[src/rtl/serial_word_receiver.sv]
// Purpose : receive end of the board-to-board serial link; rebuilds an MSB-first
//           serial frame into a parallel word, checks the frame length and holds
//           the last good word for the display driver.
// Latency : word_valid / frame_error pulse on the edge that first samples ctrl low
//           (plus 2 cycles when RX_INPUT_SYNC_EN is defined).
// Backpressure: none; the far board free-runs and this block always accepts.
// Build option: define RX_INPUT_SYNC_EN to pass data/ctrl through 2-flop synchronisers.
// Ports:
//   Ten_MHz_input_clock  link clock, all logic on the rising edge
//   reset                synchronous, active-high
//   input_data_1_bit     serial data, MSB first
//   data_ctrl_input      frame enable, high for exactly WIDTH bits
//   word_out             last correctly received word
//   word_valid           1-cycle pulse when word_out updates
//   frame_error          1-cycle pulse on a short or overlong frame
//   busy                 high while a frame is being received
//   good_frames          accepted-frame count, wraps 255 -> 0
module serial_word_receiver #(
   parameter int WIDTH = 18,
   parameter int CNT_W = 5
) (
   input  logic             Ten_MHz_input_clock,
   input  logic             reset,
   input  logic             input_data_1_bit,
   input  logic             data_ctrl_input,
   output logic [WIDTH-1:0] word_out,
   output logic             word_valid,
   output logic             frame_error,
   output logic             busy,
   output logic [7:0]       good_frames
);

   typedef enum logic [1:0] {
      S_IDLE    = 2'd0,
      S_SHIFT   = 2'd1,
      S_OVERRUN = 2'd2
   } state_t;

   logic             w_ctrl_s;
   logic             w_data_s;
   logic [WIDTH-1:0] w_shift_next;

   state_t           r_state;
   logic             r_ctrl_prev;
   logic [WIDTH-1:0] r_shreg;
   logic [CNT_W-1:0] r_cnt;
   logic [WIDTH-1:0] r_word_out;
   logic             r_word_valid;
   logic             r_frame_error;
   logic             r_busy;
   logic [7:0]       r_good_frames;

`ifdef RX_INPUT_SYNC_EN
   // ctrl synchroniser resets high so a frame in flight at reset release
   // never looks like a fresh rising edge.
   logic [1:0] r_ctrl_sync;
   logic [1:0] r_data_sync;

   always_ff @(posedge Ten_MHz_input_clock) begin
      if (reset) begin
         r_ctrl_sync <= 2'b11;
         r_data_sync <= 2'b00;
      end else begin
         r_ctrl_sync <= {r_ctrl_sync[0], data_ctrl_input};
         r_data_sync <= {r_data_sync[0], input_data_1_bit};
      end
   end

   assign w_ctrl_s = r_ctrl_sync[1];
   assign w_data_s = r_data_sync[1];
`else
   assign w_ctrl_s = data_ctrl_input;
   assign w_data_s = input_data_1_bit;
`endif

   // Shift-in value; a 1-bit frame just takes the new bit.
   generate
      if (WIDTH == 1) begin : g_w1
         assign w_shift_next = w_data_s;
      end else begin : g_wn
         assign w_shift_next = {r_shreg[WIDTH-2:0], w_data_s};
      end
   endgenerate

   always_ff @(posedge Ten_MHz_input_clock) begin
      if (reset) begin
         r_state       <= S_IDLE;
         r_ctrl_prev   <= 1'b1;
         r_shreg       <= '0;
         r_cnt         <= '0;
         r_word_out    <= '0;
         r_word_valid  <= 1'b0;
         r_frame_error <= 1'b0;
         r_busy        <= 1'b0;
         r_good_frames <= 8'd0;
      end else begin
         r_ctrl_prev   <= w_ctrl_s;
         r_word_valid  <= 1'b0;
         r_frame_error <= 1'b0;

         case (r_state)
            S_IDLE: begin
               // Only a genuine low-to-high edge starts a frame.
               if (w_ctrl_s && !r_ctrl_prev) begin
                  r_shreg <= w_shift_next;
                  r_cnt   <= CNT_W'(1);
                  r_state <= S_SHIFT;
                  r_busy  <= 1'b1;
               end
            end

            S_SHIFT: begin
               if (w_ctrl_s) begin
                  if (r_cnt == CNT_W'(WIDTH)) begin
                     // Bit WIDTH+1 still enabled: frame is too long.
                     r_state <= S_OVERRUN;
                  end else begin
                     r_shreg <= w_shift_next;
                     r_cnt   <= r_cnt + CNT_W'(1);
                  end
               end else begin
                  if (r_cnt == CNT_W'(WIDTH)) begin
                     r_word_out    <= r_shreg;
                     r_word_valid  <= 1'b1;
                     r_good_frames <= r_good_frames + 8'd1;
                  end else begin
                     r_frame_error <= 1'b1;
                  end
                  r_state <= S_IDLE;
                  r_busy  <= 1'b0;
               end
            end

            S_OVERRUN: begin
               // Single error pulse, issued once the far end releases ctrl.
               if (!w_ctrl_s) begin
                  r_frame_error <= 1'b1;
                  r_state       <= S_IDLE;
                  r_busy        <= 1'b0;
               end
            end

            default: begin
               r_state <= S_IDLE;
               r_busy  <= 1'b0;
            end
         endcase
      end
   end

   assign word_out    = r_word_out;
   assign word_valid  = r_word_valid;
   assign frame_error = r_frame_error;
   assign busy        = r_busy;
   assign good_frames = r_good_frames;

endmodule

[config.mk]
export PLATFORM = sky130hd
export DESIGN_NAME = serial_word_receiver
export DESIGN_NICKNAME = d
export VERILOG_FILES = /design/src/rtl/serial_word_receiver.sv
export SDC_FILE = /design/constraint.sdc
export NUM_CORES = 1
export LEC_CHECK = 0
export CAP_MARGIN = 15
export CORE_MARGIN = 10
export CORE_UTILIZATION = 60
export CTS_BUF_LIST = sky130_fd_sc_hd__clkbuf_2
export DETAILED_ROUTE_END_ITERATION = 7
export HOLD_SLACK_MARGIN = 0.05
export PLACE_DENSITY = 0.89
export REMOVE_ABC_BUFFERS = 1
export SYNTH_ARGS = -nofsm -noshare
export SYNTH_HDL_FRONTEND = slang
export SYNTH_SLANG_ARGS = --single-unit
export TNS_END_PERCENT = 20
[constraint.sdc]
create_clock -name Ten_MHz_input_clock -period 3.9 [get_ports Ten_MHz_input_clock]
set_input_delay 0.975 -clock Ten_MHz_input_clock [delete_from_list [all_inputs] [get_ports Ten_MHz_input_clock]]
set_output_delay 0.975 -clock Ten_MHz_input_clock [all_outputs]
set_load 0.01 [all_outputs]
# Word-level counts from Yosys, hierarchy flattened
# Cells that the tools add are included.
dict set report classes {
  add_sub_neg 2
  eq_ne 9
  n_mux 21
  n_bitwise 2
  reduce_logical 10
}
# op count
set op_table {}
lappend op_table {{$mux 18} 3}
lappend op_table {{$pmux 18 s2} 1}
lappend op_table {{$mux 5} 3}
lappend op_table {{$ne 2x2->1 const B} 5}
lappend op_table {{$pmux 5 s2} 1}
lappend op_table {{$add 8x1->8 const B} 1}
lappend op_table {{$mux 2} 4}
lappend op_table {{$mux 1} 6}
lappend op_table {{$pmux 2 s3} 1}
lappend op_table {{$reduce_and 3->1} 2}
lappend op_table {{$add 5x1->5 const B} 1}
lappend op_table {{$eq 5x5->1 const B} 1}
lappend op_table {{$pmux 1 s2} 2}
lappend op_table {{$reduce_and 4->1} 1}
lappend op_table {{$ne 3x3->1 const B} 1}
lappend op_table {{$reduce_or 3->1} 1}
lappend op_table {{$eq 2x1->1 const B} 1}
lappend op_table {{$eq 2x2->1 const B} 1}
lappend op_table {{$logic_not 2->1} 1}
lappend op_table {{$not 1->1} 2}
lappend op_table {{$reduce_and 2->1} 1}
lappend op_table {{$reduce_bool 2->1} 1}
lappend op_table {{$reduce_or 2->1} 1}
lappend op_table {{$logic_and 1x1->1} 1}
lappend op_table {{$logic_not 1->1} 1}
dict set report totals {
  ff_bits 55
  input_bits 4
  output_inout_bits 29
  wordCells 53
}

# Longest topological paths before layout
dict set report depth {
  word_depth 4
  depth_mapped 8
  depth_no_buf 6
}

# Least setup slack after synthesis
# No wires, ideal clock.
dict set report synth_path {
  kind {input to register}
  startpoint {in data_ctrl_input}
  endpoint {reg r_good_frames[7], in the netlist good_frames[7]}
  setup_time_ns 0.070
  arrival_time_ns 1.973
  t_required_ns 3.830
  slack_ns 1.856
  stages 4
  path_buffers 0
  cell_sequence {and2b_1 > nand4_4 > or4_1 > a21oi_1}
}
dict set report synth_via {
  elab_chain_cells 2
}
# element line
set synth_lines {}
lappend synth_lines {{start, declared} 25} ;# input logic data_ctrl_input,
lappend synth_lines {{$not 1->1 (no line)} -}
lappend synth_lines {{$reduce_and 3->1 (no line)} -}
lappend synth_lines {{end signal, assigned} 125} ;# r_good_frames <= r_good_frames + 8'd1;
lappend synth_lines {{end, declared} 51} ;# logic [7:0] r_good_frames;
# No other way between the ends.
# A chain may end at the register's enable or synchronous reset.

# Worst setup path after layout
dict set report layout_path {
  startpoint {in good_frames[3]}
  endpoint {out good_frames[3]}
}
# element line
set layout_lines {}
lappend layout_lines {{start, declared} 30} ;# output logic [7:0] good_frames
# No word-level cell between the ends.

==> results.md <==
- In the synthesized netlist, the number of instances is 266.
- The top-level port count is 33.
- The post-synthesis async set-or-reset flop share is 0%.
- The number of antenna violations at the first check in global routing came to 0.
- The cell type group with the largest total delay on the critical path is buffers and inverters.
- Measured along the y axis, the die boundary spans 81.00 µm.
- In this run the remaining antenna-violating nets after routing total 0.
- The delay of the slowest cell on the worst path is 0.59 ns.
- For this run, design rule violations remaining after detail routing come to 0.
- The tree built by TritonCTS fans out to 55 sinks.
- The switching share of power is 28.03%.
- VDD sags by at most 0.2436 mV.
- Clock-pin slew was measured on the worst setup and hold paths at 0.25 ns.
- The global-route track usage on met1 is 15.73%.
- Synthesis inferred 55 register bits.
- The number of H-tree levels is 2.
- The number of synthesized flops with an enable pin is 0.
- The post-detailed-route via-to-cell ratio is 5.268.
- The mean routed wirelength per cell is 12.65 µm.
- The synthesized design spends more area on one cell type than any other, namely sky130_fd_sc_hd__dfxtp_1.
- The number of antenna repair diodes is 0.
- The Yosys step of the flow raised 0 warnings.
- Power spread over the standard cell area amounts to 350.9 mW/mm².
- The number of hold buffers added after cts is 0.
- The destination of the worst register-to-register timing path is word_out[0]$_SDFFE_PP0P_.
- The actual transition at the worst max-transition pin is 0.9348 ns.
- Across the run, the number of max-cap violations was 0.
- The number of nets in the layout is 301.
- The flow ran to the end, and the final reports show no timing, DRC or antenna violations.
- By count the netlist is led by 80 x sky130_fd_sc_hd__nand2_1, 55 x sky130_fd_sc_hd__dfxtp_1, 47 x sky130_fd_sc_hd__a21oi_1.
- The worst min-delay path category is register to register.
- At the later pin of the worst-skew pair, clock insertion delay measures 0.43 ns.
- Power comes to 0.9044 mW.
- Setup total negative slack on the finished layout was measured at 0 ns.
- Summed over all cells, the static leakage comes to 0.8851 nW.
- No sink is reached through more buffers than the 2 on the longest clock path.
- The number of inserted filler cells in the final layout is 311.
- The worst hold path endpoint is word_out[9]$_SDFFE_PP0P_.
- Global routing consumed, on the met3 layer, 3.532% of the routing resources.
- The share of final-layout standard cells stronger than drive strength 1 is 4.795%.
- The area inside the core boundary is 0.003633 mm².
- The area after detailed placement is 0.002537 mm².
- The synthesized netlist devotes 15.98% of its cell area to compound gates.
- The via count of the first global-routing pass is 1,618.
- The clock share of power is 23.0%.
- The wire length reported by the detailed router is 4301 µm.
- The startpoint identified for the worst hold timing path is word_out[9]$_SDFFE_PP0P_.
- The internal power of the cells totals 0.6509 mW.
- Based on the critical path, the design can be clocked at up to 401.5 MHz.
- The overflow left after global routing is 0.
- The number of setup buffers added after CTS is 0.
- STA classifies the critical path startpoint as a register.
- The instance count along the most critical hold path is 2.
- For this design, the slowest cell found on the critical path is sky130_fd_sc_hd__clkdlybuf4s50_1.
- The die is 81.00 µm wide.
- By area, the combinational part of the netlist is dominated by simple AND/OR/NAND/NOR gates.
- For the worst setup path, the data required time is 2.92 ns.
- The via count is 1,791.
- The global-route track usage on met2 is 24.12%.
- The total number of placement rows is 22.
- The number of buffers and inverters on the critical path is 1.
- The switching power is 0.2535 mW.
- The average instance in the mapped netlist occupies 8.392 µm².
- Clock skew on the completed layout was measured at 0.008722 ns.
- The number of failing hold endpoints at the final stage came to 0.
- Along the worst path, the maximum fanout reaches 5.
- Of the post-synthesis cell area, the dominant cell type holds 49.33%.
- The floorplan step defined a die boundary enclosing 0.006560 mm².
- The root buffer selected by CTS is sky130_fd_sc_hd__clkbuf_2.
- Gates resized during post-CTS repair numbered 0.
- The library cell with the highest instance count after synthesis is sky130_fd_sc_hd__nand2_1.
- The launch point of the worst reg-to-reg path is r_state[1]$_SDFFE_PP0P_.
- The global-route usage over all layers is 13.74%.
- In the synthesized netlist, mux cells make up 0.4484% of the area.
- Entering global routing, the biggest net connects 57 pins.
- The category of the critical setup timing path is register to output pin.
- Once layout is done, the placed cells without fillers occupy 0.002577 mm².
- In this run, the combinational gates consume 13.1% of the power.
- For the finished layout, the period the worst path requires is 2.491 ns.
- The first global-routing pass estimated 7334 µm of wire.
- The global-route layer with the greatest usage is met2.
- For the worst setup path, the data arrival time is 1.52 ns.
- The routability congestion estimate is 0.8208.
- Setup violations remaining at the end of the flow were counted as 0.
- After Yosys synthesis, full adders, half adders and majority gates account for 3.363% of the synthesized area.
- On the final layout, the worst hold slack is 0.4689 ns.
- The count of buffers added on input and output ports is 32.
- Setup repair after global routing left no endpoint under its margin.
- By area the synthesized netlist is led by sky130_fd_sc_hd__dfxtp_1 49%, sky130_fd_sc_hd__nand2_1 13%, sky130_fd_sc_hd__a21oi_1 11%, sky130_fd_sc_hd__ha_1 3.4%, sky130_fd_sc_hd__clkbuf_1 1.5%.
- The first-iteration detailed-routing DRC count is 137.
- The worst setup path is captured at an output pin.
- The worst slew slack as a fraction of its limit is 37.68%.
- The first detailed-routing pass ran for 4 iterations.
- The number of buffers added by the clock tree synthesis step is 5.
- The multi-input combinational cells in the finished layout cover a total of 0.001020 mm².
- Yosys mapped the design onto 38 distinct sky130hd cell types.
- The synthesized netlist occupies a cell area of 0.002232 mm².
- The part of the Yosys area used for sequential elements is 49.33%.
- Walking the worst path, the cells encountered are clkdlybuf4s50_1.
- The worst path uses 63.87% of the clock period.
- The number of cells on the worst reg-to-reg path is 6.
- The most used flip-flop cell after synthesis is sky130_fd_sc_hd__dfxtp_1.
- The number of slew-limit violations in the final report came to 0.
- The sum of net half-perimeters after detailed placement is 2964 µm.
- The TritonCTS clock tree is yes.
- The xor and xnor fraction of the mapped netlist area is 1.570%.
- Registers are responsible for 63.9% of the overall power.
- The setup slack of the most critical reg-to-reg path is 1.71 ns.
- The simple logic cell fraction of the synthesized area is 24.33%.
- Summing all flip-flop and latch instances after layout gives 0.001101 mm².
- The starting density of the core is 61.43%.
- Compared with the post-synthesis result, the final layout area differs by 15.47%.
==> cell type report <==
class / count / area share (%)
flip-flops and latches: 55 / 42.72
multi-input cells: 188 / 39.56
repair buffers: 34 / 12.82
well taps: 48 / 2.330
inverters: 7 / 1.019
clock buffers: 5 / 0.9709
clock inverters: 3 / 0.5825
==> cells by family after synthesis <==
family,Yosys count
buffers and inverters,23
and+or+nand+nor,117
DFF,55
xor gates and xnor gates,4
adders and majority gates,6
muxes,1
AOI/OAI and AO/OA,60
==> metrics by stage <==
stage,utilization (%),cells,setup WS (ns)
5_1_grt,70.94,340,1.291
6_report,70.94,340,1.409
2_1_floorplan,-,250,1.695
3_3_place_gp,69.83,332,1.059
4_1_cts,70.94,340,1.365
3_5_place_dp,69.83,332,1.020
==> registers in the layout, indices dropped and copies added, names as in the netlist <==
name / cells
busy: 1
word_valid: 1
r_shreg: 18
frame_error: 1
r_state: 2
word_out: 18
good_frames: 8
r_cnt: 5
r_ctrl_prev: 1
==> worst max path at each step <==
stage	startpoint	end	slack [ns]	cells past startpoint
3_5_place_dp	data_ctrl_input	good_frames[0]$_SDFFE_PP0P_	1.02	5
3_3_place_gp	data_ctrl_input	good_frames[0]$_SDFFE_PP0P_	1.06	5
5_1_grt	good_frames[3]$_SDFFE_PP0P_	good_frames[3]	1.29	1
4_1_cts	good_frames[3]$_SDFFE_PP0P_	good_frames[3]	1.37	1
2_1_floorplan	data_ctrl_input	good_frames[6]$_SDFFE_PP0P_	1.70	4
6_report	good_frames[3]$_SDFFE_PP0P_	good_frames[3]	1.41	1
==> routing by layer <==
layer  vias to the layer above  wire (µm)
met5                         -          0
met4                         0         80
met3                         6        254
met2                        38       2150
met1                       808       1815
li1                        939          -
==> power groups by stage <==
stage | combinational (mW) | sequential [mW] | clock (mW)
after floorplan | 0.0823 | 0.587 | 0
after global routing | 0.134 | 0.580 | 0.234
after detailed placement | 0.119 | 0.588 | 0
final | 0.119 | 0.578 | 0.208
after global placement | 0.117 | 0.588 | 0
after CTS | 0.119 | 0.578 | 0.214
==> placed cells by master (no fill, tap or decap), types with 2 or more instances in the layout <==
cell and instances:
sky130_fd_sc_hd__a21o_1 3, sky130_fd_sc_hd__a21oi_1 47, sky130_fd_sc_hd__and2_1 3, sky130_fd_sc_hd__buf_4 2, sky130_fd_sc_hd__clkbuf_2 5, sky130_fd_sc_hd__clkdlybuf4s50_1 31
sky130_fd_sc_hd__clkinv_1 2, sky130_fd_sc_hd__dfxtp_1 55, sky130_fd_sc_hd__ha_1 6, sky130_fd_sc_hd__inv_1 7, sky130_fd_sc_hd__nand2_1 80, sky130_fd_sc_hd__nand2b_1 4
sky130_fd_sc_hd__nand3_1 5, sky130_fd_sc_hd__nand4_1 2, sky130_fd_sc_hd__nor2_1 7, sky130_fd_sc_hd__nor3_1 2, sky130_fd_sc_hd__nor3b_1 2, sky130_fd_sc_hd__o21ai_0 3
sky130_fd_sc_hd__or3_1 2, sky130_fd_sc_hd__or4_1 2, sky130_fd_sc_hd__xor2_1 3
Note: power is estimated with default switching activity, not from simulation.
